<file path="config.mk">
export PLATFORM = sky130hd
export DESIGN_NAME = key_event_flat
export DESIGN_NICKNAME = d
export VERILOG_FILES = /design/src/rtl/key_pkg.sv /design/src/rtl/key_event_if.sv /design/src/rtl/key_sync.sv /design/src/rtl/key_event.sv /design/src/flat_wrapper.sv
export SDC_FILE = /design/constraint.sdc
export NUM_CORES = 1
export LEC_CHECK = 0
export BUFFER_PORTS_ARGS = -buffer_cell sky130_fd_sc_hd__buf_2
export CAP_MARGIN = 10
export CORE_UTILIZATION = 25
export CTS_BUF_LIST = sky130_fd_sc_hd__clkbuf_4 sky130_fd_sc_hd__clkbuf_8
export DETAILED_ROUTE_END_ITERATION = 12
export HOLD_SLACK_MARGIN = 0.02
export SLEW_MARGIN = 20
export SYNTH_ARGS = -nofsm -noshare
export SYNTH_HDL_FRONTEND = slang
export SYNTH_SLANG_ARGS = --single-unit
</file>
<file path="constraint.sdc">
create_clock -name clk -period 3 [get_ports clk]
set_input_delay 0.15 -clock clk [delete_from_list [all_inputs] [get_ports clk]]
set_output_delay 0.15 -clock clk [all_outputs]
set_load 0.005 [all_outputs]
</file>
<file path="src/rtl/key_pkg.sv">
// key_pkg: shared definitions for the key event block.
//   - state_e       : FSM state encodings (IDLE, PRESSED, LONG)
//   - *_DEF         : default timing constants for the 50 MHz board clock
package key_pkg;

  typedef enum logic [1:0] {
    ST_IDLE    = 2'd0,
    ST_PRESSED = 2'd1,
    ST_LONG    = 2'd2
  } state_e;

  localparam int unsigned CLK_HZ            = 32'd50_000_000;
  // 1 s hold before a long press, 200 ms between repeats at 50 MHz
  localparam int unsigned LONG_CYCLES_DEF   = 32'd50_000_000;
  localparam int unsigned REPEAT_CYCLES_DEF = 32'd10_000_000;
  localparam int unsigned CNT_W_DEF         = 32'd26;

endpackage

</file>
<file path="src/rtl/key_event_if.sv">
// key_event_if: key level in, event strobes out.
//   key_xi     : debounced key level (driven by master)
//   press_xo   : one-cycle press strobe
//   release_xo : one-cycle release strobe
//   long_xo    : one-cycle long-press strobe
//   repeat_xo  : one-cycle auto-repeat strobe
//   held_xo    : key considered held (PRESSED or LONG)
interface key_event_if;

  logic key_xi;
  logic press_xo;
  logic release_xo;
  logic long_xo;
  logic repeat_xo;
  logic held_xo;

  modport master (
    output key_xi,
    input  press_xo, release_xo, long_xo, repeat_xo, held_xo
  );

  modport slave (
    input  key_xi,
    output press_xo, release_xo, long_xo, repeat_xo, held_xo
  );

endinterface

</file>
<file path="src/rtl/key_sync.sv">
// key_sync: brings the asynchronous key level into the clk domain and
// decodes its edges.
//   clk, rst : system clock, asynchronous active-high reset
//   i_key    : asynchronous key level
//   o_rise   : synchronised level went 0 -> 1 (combinational from flops)
//   o_fall   : synchronised level went 1 -> 0 (combinational from flops)
module key_sync (
  input  logic clk,
  input  logic rst,
  input  logic i_key,
  output logic o_rise,
  output logic o_fall
);

  logic r_s1;
  logic r_s2;
  logic r_s3;

  // Two-flop synchroniser (s1, s2) plus one history flop (s3) for edge decode
  always_ff @(posedge clk or posedge rst) begin
    if (rst) begin
      r_s1 <= 1'b0;
      r_s2 <= 1'b0;
      r_s3 <= 1'b0;
    end else begin
      r_s1 <= i_key;
      r_s2 <= r_s1;
      r_s3 <= r_s2;
    end
  end

  assign o_rise = r_s2 & ~r_s3;
  assign o_fall = ~r_s2 & r_s3;

endmodule

</file>
<file path="src/rtl/key_event.sv">
// key_event: turns the debounced key level into single-cycle event strobes
// (press, release, long press, auto-repeat) plus a held level.
//   clk, rst : system clock, asynchronous active-high reset
//   bus      : key_event_if.slave (key_xi in; press/release/long/repeat/held out)
// Parameters: LONG_CYCLES (hold before long_xo), REPEAT_CYCLES (repeat
// period after long_xo), CNT_W (counter width; both cycle counts must fit).
module key_event
  import key_pkg::*;
#(
  parameter int unsigned LONG_CYCLES   = LONG_CYCLES_DEF,
  parameter int unsigned REPEAT_CYCLES = REPEAT_CYCLES_DEF,
  parameter int unsigned CNT_W         = CNT_W_DEF
) (
  input  logic        clk,
  input  logic        rst,
  key_event_if.slave  bus
);

  localparam logic [CNT_W-1:0] LONG_LAST   = CNT_W'(LONG_CYCLES - 32'd1);
  localparam logic [CNT_W-1:0] REPEAT_LAST = CNT_W'(REPEAT_CYCLES - 32'd1);

  logic w_rise;
  logic w_fall;

  state_e           r_state;
  logic [CNT_W-1:0] r_cnt;
  logic             r_press;
  logic             r_release;
  logic             r_long;
  logic             r_repeat;
  logic             r_held;

  key_sync u_sync (
    .clk    (clk),
    .rst    (rst),
    .i_key  (bus.key_xi),
    .o_rise (w_rise),
    .o_fall (w_fall)
  );

  // Event FSM with hold/repeat counter; every output is a flop.
  // A fall is checked before any terminal count so release always wins.
  always_ff @(posedge clk or posedge rst) begin
    if (rst) begin
      r_state   <= ST_IDLE;
      r_cnt     <= {CNT_W{1'b0}};
      r_press   <= 1'b0;
      r_release <= 1'b0;
      r_long    <= 1'b0;
      r_repeat  <= 1'b0;
      r_held    <= 1'b0;
    end else begin
      r_press   <= 1'b0;
      r_release <= 1'b0;
      r_long    <= 1'b0;
      r_repeat  <= 1'b0;
      case (r_state)
        ST_IDLE: begin
          r_cnt <= {CNT_W{1'b0}};
          if (w_rise) begin
            r_state <= ST_PRESSED;
            r_press <= 1'b1;
            r_held  <= 1'b1;
          end else begin
            r_state <= ST_IDLE;
            r_held  <= 1'b0;
          end
        end
        ST_PRESSED: begin
          if (w_fall) begin
            r_state   <= ST_IDLE;
            r_release <= 1'b1;
            r_held    <= 1'b0;
            r_cnt     <= {CNT_W{1'b0}};
          end else if (r_cnt == LONG_LAST) begin
            r_state <= ST_LONG;
            r_long  <= 1'b1;
            r_held  <= 1'b1;
            r_cnt   <= {CNT_W{1'b0}};
          end else begin
            r_state <= ST_PRESSED;
            r_held  <= 1'b1;
            r_cnt   <= r_cnt + CNT_W'(1);
          end
        end
        ST_LONG: begin
          if (w_fall) begin
            r_state   <= ST_IDLE;
            r_release <= 1'b1;
            r_held    <= 1'b0;
            r_cnt     <= {CNT_W{1'b0}};
          end else if (r_cnt == REPEAT_LAST) begin
            r_state  <= ST_LONG;
            r_repeat <= 1'b1;
            r_held   <= 1'b1;
            r_cnt    <= {CNT_W{1'b0}};
          end else begin
            r_state <= ST_LONG;
            r_held  <= 1'b1;
            r_cnt   <= r_cnt + CNT_W'(1);
          end
        end
        default: begin
          // Unused encoding: recover to IDLE silently
          r_state <= ST_IDLE;
          r_held  <= 1'b0;
          r_cnt   <= {CNT_W{1'b0}};
        end
      endcase
    end
  end

  assign bus.press_xo   = r_press;
  assign bus.release_xo = r_release;
  assign bus.long_xo    = r_long;
  assign bus.repeat_xo  = r_repeat;
  assign bus.held_xo    = r_held;

endmodule

</file>
<file path="src/flat_wrapper.sv">
// flat-port wrapper written by rule: the top's interface ports become plain ports
module key_event_flat import key_pkg::*;
#(
  parameter int unsigned LONG_CYCLES   = LONG_CYCLES_DEF,
  parameter int unsigned REPEAT_CYCLES = REPEAT_CYCLES_DEF,
  parameter int unsigned CNT_W         = CNT_W_DEF
)
  (clk, rst, bus_key_xi, bus_press_xo, bus_release_xo, bus_long_xo, bus_repeat_xo, bus_held_xo);
  key_event_if bus_i ();
  input  logic clk;
  input  logic rst;
  input wire logic [$bits(bus_i.key_xi)-1:0] bus_key_xi;
  output wire logic [$bits(bus_i.press_xo)-1:0] bus_press_xo;
  output wire logic [$bits(bus_i.release_xo)-1:0] bus_release_xo;
  output wire logic [$bits(bus_i.long_xo)-1:0] bus_long_xo;
  output wire logic [$bits(bus_i.repeat_xo)-1:0] bus_repeat_xo;
  output wire logic [$bits(bus_i.held_xo)-1:0] bus_held_xo;
  assign bus_i.key_xi = bus_key_xi;
  assign bus_press_xo = bus_i.press_xo;
  assign bus_release_xo = bus_i.release_xo;
  assign bus_long_xo = bus_i.long_xo;
  assign bus_repeat_xo = bus_i.repeat_xo;
  assign bus_held_xo = bus_i.held_xo;
  key_event #(.LONG_CYCLES(LONG_CYCLES), .REPEAT_CYCLES(REPEAT_CYCLES), .CNT_W(CNT_W)) u_core (.clk(clk), .rst(rst), .bus(bus_i));
endmodule
</file>
======== Yosys cells after proc, flatten, opt, wreduce, memory -nomap -nowiden ========
Cells that the tools add are included.
Widths: inputs -> output; s select.
cells by class
  multiplexer cells ....................... 22
  equal/unequal tests ..................... 4
  bitwise gates (word level) .............. 4
  $add $sub $neg .......................... 1
  reductions and logical operators ........ 2
operators with widths
  cell                   number
  $mux 26                4
  $pmux 26 s2            1
  $add 26x1->26 const B  1
  $eq 26x24->1 const B   1
  $eq 26x26->1 const B   1
  $mux 1                 12
  $mux 2                 3
  $pmux 2 s3             1
  $and 1x1->1            2
  $eq 2x1->1 const B     1
  $eq 2x2->1 const B     1
  $logic_not 2->1        1
  $not 1->1              2
  $pmux 1 s2             1
  $reduce_or 2->1        1
storage, ports and cells
  bits of input ports ..................... 3
  register bits ........................... 36

======== Longest topological paths before layout ========
  depth after elaboration ................. 4
  depth in mapped cells ................... 7
  depth with buffers taken out ............ 6

======== By module ========
A second synthesis with hierarchy kept.
unflattened totals
  cell total of the unflattened synthesis .. 182
  area total of the unflattened synthesis .. 1858.0 um^2
by module, submodules not included
  module     times used  area an instance (um^2)  cells an instance
  key_event  1           1764.2                   176
  key_sync   1           93.8                     6

======== Worst setup path after synthesis ========
OpenSTA, ideal clock, no wires.
  path type ............................... reg2reg
  start point ............................. register u_core.r_cnt[8]
  end point ............................... register u_core.r_cnt[22]
  clock period less this slack ............ 1.969 ns
  slack ................................... 1.031 ns
  data arrival time ....................... 1.850 ns
  stages on the path, launching flop included .. 7
  cells stage by stage .................... dfrtp_1 or4_4 nor4_4 nand2_2 a41oi_4 buf_6 nor2_1
between the ends
  longest elaborated chain between the ends .. 4
  elaborated cells on any way between the ends .. 8
  classes of those cells .................. add/sub (1); eq/ne (2); mux (5)
RTL lines
  item                                   line                               RTL
  start: declaration                     key_event.sv:26                    logic [CNT_W-1:0] r_cnt;
  start signal: assignment               key_event.sv:46                    r_cnt <= {CNT_W{1'b0}};
  start signal: assignment               key_event.sv:59                    r_cnt <= {CNT_W{1'b0}};
  start signal: assignment               key_event.sv:74                    r_cnt <= {CNT_W{1'b0}};
  $add 26x1->26 (tied with other cells)  key_event.sv:83, key_event.sv:100
  $mux 26 (on tied branches)             key_event.sv:92, key_event.sv:75
  $mux 26 (on tied branches)             key_event.sv:87, key_event.sv:70
  $pmux 26 s2 (*)                        key_event.sv:57                    case (r_state)
Mark *: on every way between the ends. The rest lies on a longest branch, timed or not.

======== Worst setup path after layout ========
  start point ............................. register u_core.r_cnt[17]
  end point ............................... register u_core.r_cnt[16]
between the ends
  longest elaborated chain between the ends .. 4
  elaborated cells on any way between the ends .. 7
  classes of those cells .................. eq/ne (2); mux (5)
RTL lines
  item                                          line
  $eq 26x24->1 or $eq 26x26->1 (tied branches)  key_event.sv:92, key_event.sv:75
  $mux 26 (on tied branches)                    key_event.sv:92, key_event.sv:75
  $mux 26 (on tied branches)                    key_event.sv:87, key_event.sv:70
  $pmux 26 s2 (*)                               key_event.sv:57
Marked as above.

==> summary.txt <==
Pwr
  • Clock power share: 37.8%
  • Net Sw Frac: 25.9%
  • Net Sw Power: 0.000238 W
  • Internal: 0.000681 W
  • Combinational share of power: 7.4%
  • Peak VDD IR: 0.165 mV
  • Leak pwr: 0.791 nW
  • Sequential Power Share: 54.8%
  • PwrDens: 457 nW/um2

Clock tree
  • CTS clk-pin slew, worst paths: 0.08 ns
  • Post-cts sizing count: 0
  • Postcts setup bufs: 0
  • Worst-Skew Late Latency: 0.30 ns
  • H-tree depth: 2
  • TritonCTS clock tree: built
  • CTS root buf: clkbuf_8
  • CTS Hold Bufs: 2
  • TritonCTS Buffers: 5
  • Clk sinks: 36
  • Max Buffers Root-to-Sink: 2

Timing
  • Unrepaired setup endpoints after global routing: no
  • Final setup viols: 0
  • Final Hold Fails: 0
  • Worst-Margin Slew: 0.769 ns
  • Sum of negative setup slack: 0 ns
  • Setup slack after layout: 0.634 ns
  • Fin crit period: 2.37 ns
  • Clock Skew: 0.00833 ns
  • Relative slew slack: 48.4%
  • Tcrit/Tclk final: 78.9%
  • Max Fclk: 423 MHz
  • Max-slew violation count: 0

Min path
  • Hold WC Path Type: flop to flop
  • HP Start: u_core.u_sync.r_s1

Place
  • Worst slack, placed: 0.656 ns
  • Post-DP HPWL: 2160 um
  • GP Congestion: 0.806
  • Post-Place Cells: 274
  • Post-placement cell area: 1900 um2
  • Number of port buffers: 7

GRT
  • Grt total ovfl: 0
  • Largest net degree at the start of global routing: 37
  • GRT Overall Usage: 10.0%
  • Initial antenna violation count: 0
  • Global-route wire length before repair: 5780 um
  • Vias in the first global route: 1212

Cells and area
  • Proportion of layout cells with a drive suffix above 1: 13.3%
  • Fin cells: 284
  • Fill count: 712
  • Fin nets: 195
  • Largest regs: u_core.r_cnt: 26 flops, u_core.r_state: 2 flops
  • Top reg by flops: u_core.r_cnt
  • Max FFs per register: 26
  • Final core area utilization: 29.6%
  • Synth-to-Final Area Change: 14.1%
  • N_diodes: 0
  • Finished Cell Area: 2010 um2

Routing
  • Detail Route Antenna Nets: 0
  • DR vias: 1236
  • Iteration count of the initial detailed-routing pass: 4
  • DRC: 0
  • Vias per inst: 4.35
  • Final WL: 3110 um
  • Routed length per instance: 10.9 um
  • First DRT Iteration DRCs: 79

Flow run
  • Max Cap Viol: 0

Critical path
  • FF-to-FF Start: u_core.r_cnt[17]
  • Setup Crit Path Kind: flop to flop
  • CP Max Fanout: 15
  • Nature of the critical path endpoint: flop
  • Crit path launch: u_core.r_cnt[17]
  • Worst path arrival time: 2.54 ns
  • CP Data Required Time: 3.17 ns
  • Crit path launch type: flop

Synth
  • Complex-gate fraction of the synthesized area: 4.26%
  • Synth Area in XOR/XNOR: 10.9%
  • Synth cell count leaders: dfrtp_1 (36), nor2_1 (34), nand3_1 (12), xnor2_1 (12)
  • Count leader, synth: dfrtp_1
  • Post-Syn Area: 1760 um2
  • Dominant synthesized flop cell: dfrtp_1
  • Post-synth EDFFs: 0
  • Post-synthesis async set-or-reset flop share: 100%
  • Proportion of synthesized area in mux cells: 0%
  • Top cells by area, synth: dfrtp_1 (51%), nor2_1 (7.2%), xnor2_1 (6.0%)
  • Seq/Total Area, Yosys: 51.1%
  • Unique masters post-synth: 29
  • Synth Area in Adders: 3.55%
  • Avg Synthesized Cell Area: 10.2 um2
  • Synth Instances: 173
  • Yosys reg bits: 36
  • Largest family of logic cells by synthesized area: simple AND/OR/NAND/NOR gates
  • Syn_nets: 181
  • Yosys warning count: 0
  • Largest area contributor in the netlist: dfrtp_1
  • Post-Synth Simple-Gate Area: 27.0%
  • Top-area cell type share of the netlist area: 51.1%

Die
  • DIE AREA: 7390 um2
  • Total I/O pin count: 8
  • Die Span Y: 86.0 um
  • Width of the die: 86.0 um
  • Num rows: 30
  • Initial Utilization: 25.9%
  • Area of the core: 6790 um2

Status
  • Status: finished clean
final timing paths:
check / endpoint / slack [ns] / depth (start not counted)
min: u_core.u_sync.r_s2 / 0.35 / 0
min reg2reg: u_core.u_sync.r_s2 / 0.35 / 0
max in group asynchronous: u_core.r_cnt[21] / 2.18 / 4
min in group asynchronous: u_core.r_cnt[8] / 0.49 / 4
max: u_core.r_cnt[16] / 0.63 / 6
max reg2reg: u_core.r_cnt[16] / 0.63 / 6
critical path, cell delays in order (launching register included):
cell and delay, ns:
dfrtp_1 0.44, or4b_2 0.69, nor3_1 0.23, a21oi_1 0.15, a41oi_4 0.40, buf_4 0.28, a21oi_1 0.06
kinds of logic (layout without fill, tap and decap cells):
family / count (synthesis) / after routing
simple gates: 89 / 89
flops: 36 / 36
xor+xnor: 22 / 22
buf+inv: 11 / 26
compound gates: 10 / 10
fa+ha+maj: 5 / 5
layer usage:
layer  vias to the layer above  global-route usage, %  part of all wire, %  routed length, um
li1                        617                      -                    -                  -
met1                       596                   13.7                   50               1540
met2                        18                   14.5                   45               1400
met3                         5                   3.75                  3.9                122
met4                         0                   3.64                  1.4                 44
met5                         -                      0                    0                  0
power groups by stage:
stage	logic, W	clock network [W]	registers [W]
2_1_floorplan	0.0000526	0	0.000513
3_3_place_gp	0.0000673	0	0.000513
3_5_place_dp	0.0000678	0	0.000513
4_1_cts	0.0000700	0.000358	0.000504
5_1_grt	0.0000775	0.000382	0.000505
6_report	0.0000680	0.000347	0.000503
layout make-up:
type | instances | area (um2) | share of cell area, %
clock buffers | 5 | 68.8 | 3.42
clock inverters | 3 | 18.8 | 0.933
inverters | 7 | 26.3 | 1.31
multi-input cells | 126 | 806 | 40.1
flip-flops and latches | 36 | 901 | 44.8
well taps | 96 | 120 | 5.97
repair buffers | 11 | 70.1 | 3.48
stage by stage:
step	power [W]	hold WS (ns)
2_1_floorplan	0.000565	0.181
4_1_cts	0.000932	0.356
5_1_grt	0.000964	0.370
3_5_place_dp	0.000581	0.259
6_report	0.000919	0.353
3_3_place_gp	0.000580	0.259
placed cells by master, fill, tap and decap left out, types with 3 or more instances in the layout:
cell	instances
xnor2_1	12
dfrtp_1	36
buf_2	7
xor2_1	10
or3_1	3
nor4_1	4
ha_1	5
inv_1	7
nor2_1	34
nand2_1	10
and3_1	4
a21oi_1	5
nand4_1	5
nor3_1	5
clkbuf_8	5
nand3_1	12
(Power assumes the default switching activity.)
